===== config.mk =====
export PLATFORM = sky130hd
export DESIGN_NAME = rom_fetch_ctrl
export DESIGN_NICKNAME = d
export VERILOG_FILES = /design/src/rtl/cpu_isa_pkg.sv /design/src/rtl/rom_fetch_ctrl.sv
export SDC_FILE = /design/constraint.sdc
export NUM_CORES = 1
export LEC_CHECK = 0
export CORE_MARGIN = 1.5
export CORE_UTILIZATION = 45
export CTS_CLUSTER_DIAMETER = 40
export DETAILED_ROUTE_END_ITERATION = 8
export GPL_TIMING_DRIVEN = 0
export PLACE_DENSITY = 0.79
export SKIP_CTS_REPAIR_TIMING = 1
export SLEW_MARGIN = 20
export SYNTH_ARGS = -nofsm -noshare
export SYNTH_HDL_FRONTEND = slang
export SYNTH_SLANG_ARGS = --single-unit

===== constraint.sdc =====
create_clock -name clk -period 2.1 [get_ports clk]
set_clock_uncertainty 0.15 [all_clocks]
set_input_delay 0.525 -clock clk [delete_from_list [all_inputs] [get_ports clk]]
set_output_delay 0.525 -clock clk [all_outputs]
set_load 0.02 [all_outputs]

===== src/rtl/cpu_isa_pkg.sv =====
// Shared ISA definitions: opcode values, operand-length decode and fetch
// sequencer state encodings.
package cpu_isa_pkg;

    localparam logic [3:0] OP_NOP  = 4'h0;
    localparam logic [3:0] OP_LDO  = 4'h1;
    localparam logic [3:0] OP_LDA  = 4'h2;
    localparam logic [3:0] OP_STO  = 4'h3;
    localparam logic [3:0] OP_PRE  = 4'h4;
    localparam logic [3:0] OP_ADD  = 4'h5;
    localparam logic [3:0] OP_LDM  = 4'h6;
    localparam logic [3:0] OP_ADDI = 4'h7;
    localparam logic [3:0] OP_INC  = 4'h8;
    localparam logic [3:0] OP_DEC  = 4'h9;
    localparam logic [3:0] OP_JMP  = 4'hA;
    localparam logic [3:0] OP_CLR  = 4'hB;
    localparam logic [3:0] OP_HLT  = 4'hF;

    localparam logic [2:0] ST_FETCH_OP  = 3'd0;
    localparam logic [2:0] ST_FETCH_ARG = 3'd1;
    localparam logic [2:0] ST_DATA_RD   = 3'd2;
    localparam logic [2:0] ST_ISSUE     = 3'd3;
    localparam logic [2:0] ST_HALT      = 3'd4;

    // Ops whose second byte is an address operand.
    function automatic logic is_two_byte(input logic [3:0] op);
        return (op == OP_LDO) || (op == OP_LDA) || (op == OP_STO) || (op == OP_JMP);
    endfunction

endpackage


===== src/rtl/rom_fetch_ctrl.sv =====
// Fetch/operand sequencer owning the program ROM port; assembles one
// instruction per handshake, resolves JMP internally and parks on HLT.
module rom_fetch_ctrl
    import cpu_isa_pkg::*;
#(
    parameter int unsigned       ADDR_W   = 8,
    parameter int unsigned       DATA_W   = 8,
    parameter logic [ADDR_W-1:0] RESET_PC = '0
) (
    input  logic              clk,
    input  logic              rst,
    input  logic [DATA_W-1:0] rom_data,
    output logic [ADDR_W-1:0] rom_addr,
    output logic              rom_read,
    output logic              rom_ena,
    output logic              ins_valid,
    input  logic              ins_ready,
    output logic [3:0]        ins_op,
    output logic [3:0]        ins_reg,
    output logic [7:0]        ins_arg,
    output logic [7:0]        ins_rdata,
    input  logic              resume,
    output logic              halted,
    output logic [ADDR_W-1:0] pc
);

    logic [2:0]        state_q, state_d;
    logic [ADDR_W-1:0] pc_q, pc_d;
    logic [7:0]        ir_q, ir_d;
    logic [7:0]        arg_q, arg_d;
    logic [7:0]        rdata_q, rdata_d;
    logic [7:0]        rom_byte;

    assign rom_byte = rom_data[7:0];

    always_comb begin
        state_d  = state_q;
        pc_d     = pc_q;
        ir_d     = ir_q;
        arg_d    = arg_q;
        rdata_d  = rdata_q;
        rom_addr = pc_q;
        rom_read = 1'b0;
        case (state_q)
            ST_FETCH_OP: begin
                rom_read = 1'b1;
                ir_d     = rom_byte;
                pc_d     = pc_q + ADDR_W'(1);
                arg_d    = '0;
                rdata_d  = '0;
                state_d  = is_two_byte(rom_byte[7:4]) ? ST_FETCH_ARG : ST_ISSUE;
            end
            ST_FETCH_ARG: begin
                rom_read = 1'b1;
                arg_d    = rom_byte;
                pc_d     = pc_q + ADDR_W'(1);
                if (ir_q[7:4] == OP_LDO) begin
                    state_d = ST_DATA_RD;
                end else if (ir_q[7:4] == OP_JMP) begin
                    // JMP is consumed here and never reaches the execute stage.
                    pc_d    = ADDR_W'(rom_byte);
                    state_d = ST_FETCH_OP;
                end else begin
                    state_d = ST_ISSUE;
                end
            end
            ST_DATA_RD: begin
                rom_addr = ADDR_W'(arg_q);
                rom_read = 1'b1;
                rdata_d  = rom_byte;
                state_d  = ST_ISSUE;
            end
            ST_ISSUE: begin
                if (ins_ready) begin
                    state_d = (ir_q[7:4] == OP_HLT) ? ST_HALT : ST_FETCH_OP;
                end
            end
            ST_HALT: begin
                if (resume) begin
                    state_d = ST_FETCH_OP;
                end
            end
            default: state_d = ST_FETCH_OP;
        endcase
    end

    always_ff @(posedge clk) begin
        if (rst) begin
            state_q <= ST_FETCH_OP;
            pc_q    <= RESET_PC;
            ir_q    <= '0;
            arg_q   <= '0;
            rdata_q <= '0;
        end else begin
            state_q <= state_d;
            pc_q    <= pc_d;
            ir_q    <= ir_d;
            arg_q   <= arg_d;
            rdata_q <= rdata_d;
        end
    end

    assign rom_ena   = rom_read;
    assign ins_valid = (state_q == ST_ISSUE);
    assign halted    = (state_q == ST_HALT);
    assign pc        = pc_q;
    assign ins_op    = ir_q[7:4];
    assign ins_reg   = ir_q[3:0];
    assign ins_arg   = arg_q;
    assign ins_rdata = rdata_q;

endmodule


# After elaboration in Yosys (flattened, before gate mapping)
# Cells that the tools add are included.
# W data, S select, Z words.
# op_classes
add_sub_neg	1
n_eq_ne	13
muxes	14
reduce_logical	8
# ops
op	n
$pmux W8 S2	3
$mux W8	3
$pmux W3 S5	1
$eq A4 B4 Y1 const B	3
$mux W3	3
$add A8 B1 Y8 const B	1
$eq A4 B1 Y1 const B	2
$eq A4 B2 Y1 const B	2
$eq A3 B2 Y1 const B	2
$mux W2	3
$reduce_bool A2 Y1	2
$eq A3 B1 Y1 const B	1
$eq A3 B3 Y1 const B	1
$logic_not A3 Y1	1
$logic_or A1 B1 Y1	3
$reduce_or A3 Y1	1
$ne A2 B1 Y1 const B	1
$ne A2 B2 Y1 const B	1
$reduce_and A2 Y1	1
$mux W1	1
# word_totals
regBits	35
in_bits	12
output_inout_bits	44
wordCells	41

# Depth between registers and ports, before layout
# logic_depth
ltp_word	6
depth_mapped	6
mapped_depth_nobuf	5

# Least setup slack after synthesis
# OpenSTA, ideal clock, no wires.
# synth_timing
path_type	flip-flop to output port
from	reg state_q[0]
to	out rom_addr[2]
t_arrival_ps	1355
required_ps	1425
setup_slack_ps	70
stages_incl_launch_ff	7
path_buffers	2
cell_sequence	dfxtp_1 buf_4 nor2_2 and2_1 buf_2 nand2_1 o21ai_0
# synth_via
elab_chain_len	2
# synth_rtl
item	line_no	source
start: declaration	rom_fetch_ctrl.sv:27	logic [2:0] state_q, state_d;
start signal: assignment	rom_fetch_ctrl.sv:95	state_q <= state_d;
$eq A3 B2 Y1	rom_fetch_ctrl.sv:44	case (state_q)
$mux W8	rom_fetch_ctrl.sv:44	
end: declaration	rom_fetch_ctrl.sv:13	output logic [ADDR_W-1:0] rom_addr,
# No other way between the ends.

# Final worst setup path
# layout_timing
from	reg state_q[2]
to	out rom_addr[6]
# The elaborated chain is that of the path after synthesis.

==> parameters.txt <==
Parameter                              Value

Floorplan
  Cell Rows    22
  Full die area    4110 um^2
  Placeable core area    ~3600 um^2
  Die width    about 64 um
  Effective utilization at floorplan    between 40% and 50%
  Floorplan die height    about 64 um
  I/O pin cnt    56

CTS
  Clock-pin slew on the worst setup and hold paths    approximately 0.07 ns
  Max H-tree Level    2
  CTS tree    done
  Inserted Clock Buffers    5
  Total clock sinks    35
  Worst-skew pair later-pin latency    0.29 ns
  Longest Clk Path Bufs    2
  Clock tree root driver cell    clkbuf_8

Power and ir drop
  Static leakage    0.970 nW
  Cell Int Power    1.08 mW
  Part of the total power dissipated in the clock network    between 30 and 40%
  Peak supply drop    between 0.0004 and 0.0005 V
  Sequential power share    a little under half
  Combinational share of power    21.8%
  Areal power density over the cells    ~640 nW/um^2
  Switching part of the total power    between 30 and 40%
  Power dissipated by switching net loads    about 0.47 mW

Finish
  Number of filler cells placed in the layout    roughly 320
  Diode insertion count for antenna repair    0
  Area delta synth->final    44.9%
  Total number of nets in the final design    285
  Final Non-Filler Cells    around 320
  Proportion of layout cells with a drive suffix above 1    between 10% and 20%
  Final core utilization    between 60 and 70%

Synth
  Post-Syn Instances    between 200 and 250
  Leading post-synthesis cells by instance count    dfxtp_1 (35), nand2_1 (31), a21oi_1 (26), nand3_1 (22), nor2_1 (12)
  Portion of synthesized cell area occupied by the leading cell type    between 40% and 50%
  Net count after synthesis    roughly 220
  Synth unique cells    44
  Number of warning messages in the yosys log    0
  Post-synthesis register bit count    35
  Leading cell type by number of instances after synthesis    dfxtp_1
  Most used flip-flop cell after synthesis    dfxtp_1
  Largest cells by area after synthesis    dfxtp_1 (42%), a21oi_1 (7.7%), nand2_1 (6.9%)
  Cell area after synthesis    between 1500 and 2000 um^2
  Number of enable-type register cells in the synthesized netlist    0
  Asr flop ratio synth    0%
  Part of the Yosys area used for sequential elements    around two fifths
  Post-Synthesis Mean Instance Area    between 8 and 9 um^2
  Cell type contributing the most total cell area after synthesis    dfxtp_1

Global routing
  Pin count of the biggest net entering global routing    12
  Vias in the first global route    1601
  Number of antenna violations at the first check in global routing    0
  Overflow left after global routing    0
  Wire length of the first global-routing pass    roughly 7600 um
  All-Layer GR Usage    around a quarter

Placement
  HPWL after detailed placement    between 3000 and 4000 um
  PortBufs    54
  Placed insts    310
  Weighted congestion at the end of routability-driven global placement    0.864
  DP Worst Slack    -0.564 ns

Timing
  Setup repair after global routing missed its margin    yes
  Max_slew headroom    about two thirds
  Max Transition Viols Final    0
  Worst Tran Pin Value    roughly 0.5 ns
  Maximum clock rate    between 400 and 500 MHz
  Hold slack    roughly 0.30 ns
  Final Setup Violations    9
  Final worst setup slack    -0.0694 ns
  Fin. Hold Viols    0
  Tcrit/Tclk final    103%
  Final period demand of the worst path    about 2.2 ns

Critical path
  Critical path's top delay family    flip-flops
  Count of buffering cells on the critical path with inverters included    2
  Sort of element at the end of the critical path    primary output
  Cell-by-cell trace of the critical path    buf_6, nor2_4, and2_4, mux2_4, buf_6
  Slowest cell on the critical path    dfxtp_2
  Crit-path max cell delay    0.32 ns
  CP Data Arrival Time    ~1.5 ns
  Most repeated library cell on the critical path    buf_6
  Critical path type    reg2out
  Maximum fanout along the worst path    7
  Endpoint required time on the critical path    1.42 ns
  Startpoint types    register

Outcome
  Violated checks    setup timing
  Status    finished, violations left

Route
  Met1 Wirelength    2110 um
  Routed met2 length    roughly 2300 um
  Vias/cell    5.52
  Max Used Layer    met4
  Amount of wire on met3 after detailed routing    ~320 um
  Total wirelength of the detailed-routed design    4810 um
  Post-detailed-route DRC marker count    0
  1st-pass router iterations    4
  Average wire per cell in the routed design    around 15 um
  Vias after detailed routing    roughly 1800
  DRT antenna net count    0
  Initial detailed-routing violation count    111

Job
  Max capacitance violation total    0

Worst hold path
  HP Class    reg2reg
[metal layers]
metal / vias to the layer above / global-route usage (%)
li1: 863 / -
met1: 837 / 30.7
met2: 66 / 39.2
met3: 7 / 5.11
met4: 0 / 8.70
met5: - / 0
[worst paths after layout]
check | start | endpoint | slack, ns | depth (start not counted)
max | state_q[2] | rom_addr[6] | -0.07 | 5
min | ins_rdata[5] | ins_rdata[5] | 0.30 | 2
max reg2reg | state_q[2] | ins_arg[6] | 0.44 | 6
min reg2reg | ins_rdata[5] | ins_rdata[5] | 0.30 | 2
[layout make-up]
| cell class | instances | area [um^2] | share of cell area [%] |
|---|---|---|---|
| plain buffers | 15 | 91.3 | 3.75 |
| clock buffers | 6 | 72.6 | 2.98 |
| clock inverters | 2 | 12.5 | 0.514 |
| inverters | 8 | 30.0 | 1.23 |
| multi-input cells | 149 | 907 | 37.3 |
| flip-flops and latches | 35 | 704 | 28.9 |
| well taps | 48 | 60.1 | 2.47 |
| repair buffers | 58 | 556 | 22.8 |
[metrics by stage]
stage | instance area (um^2) | power [mW] | TNS, ns
2_1_floorplan | 1680 | 0.920 | 0
6_report | 2430 | 1.56 | -0.347
3_3_place_gp | 2280 | 1.06 | -4.56
4_1_cts | 2360 | 1.54 | -8.62
5_1_grt | 2430 | 1.62 | -0.744
3_5_place_dp | 2280 | 1.07 | -4.76
[worst min-delay path: stages (launching register included)]
cell and delay (ns):
dfxtp_1 0.31, nand2_1 0.05, a21oi_1 0.05
[cells by family (layout without fill, tap and decap cells)]
group                      after synthesis  count (layout)  synth area share [%]
AOI/OAI and AO/OA                       52              52                  19.0
adders and majority gates                1               1                 0.745
buffers and inverters                   24              89                  6.93
DFF                                     35              35                  41.7
muxes                                   12              12                  7.38
and+or+nand+nor                         84              84                  24.2
[placed cells by master (no fill, tap or decap), types with 2 or more instances in the layout]
master	count
a21oi_1	25
mux2_4	3
nand3_1	22
mux2i_1	9
buf_2	4
clkbuf_2	4
nor4_1	2
inv_1	8
buf_6	6
nand2_2	3
nand2_1	28
buf_4	10
o21ai_1	3
clkbuf_1	5
nor2_4	2
o21ai_2	2
or3_1	2
dfxtp_2	3
clkbuf_8	5
a31oi_1	2
clkdlybuf4s50_1	40
dfxtp_1	32
o32ai_1	4
and2_4	2
nor2_1	12
dlymetal6s2s_1	3
nand4_1	2
o21ai_0	4
[sequential cells by signal, indices dropped and copies added, names as in the netlist]
signal,count
ins_rdata,8
state_q,3
ir_q,8
pc,8
ins_arg,8
[power by group through the flow]
stage                     clock, mW  combinational (mW)  sequential (mW)
after floorplan                   0               0.148            0.772
after global placement            0               0.322            0.742
after detailed placement          0               0.324            0.742
after CTS                     0.484               0.326            0.728
after global routing          0.516               0.362            0.738
final                         0.484               0.339            0.733
Power figures use the tool's default switching activity.
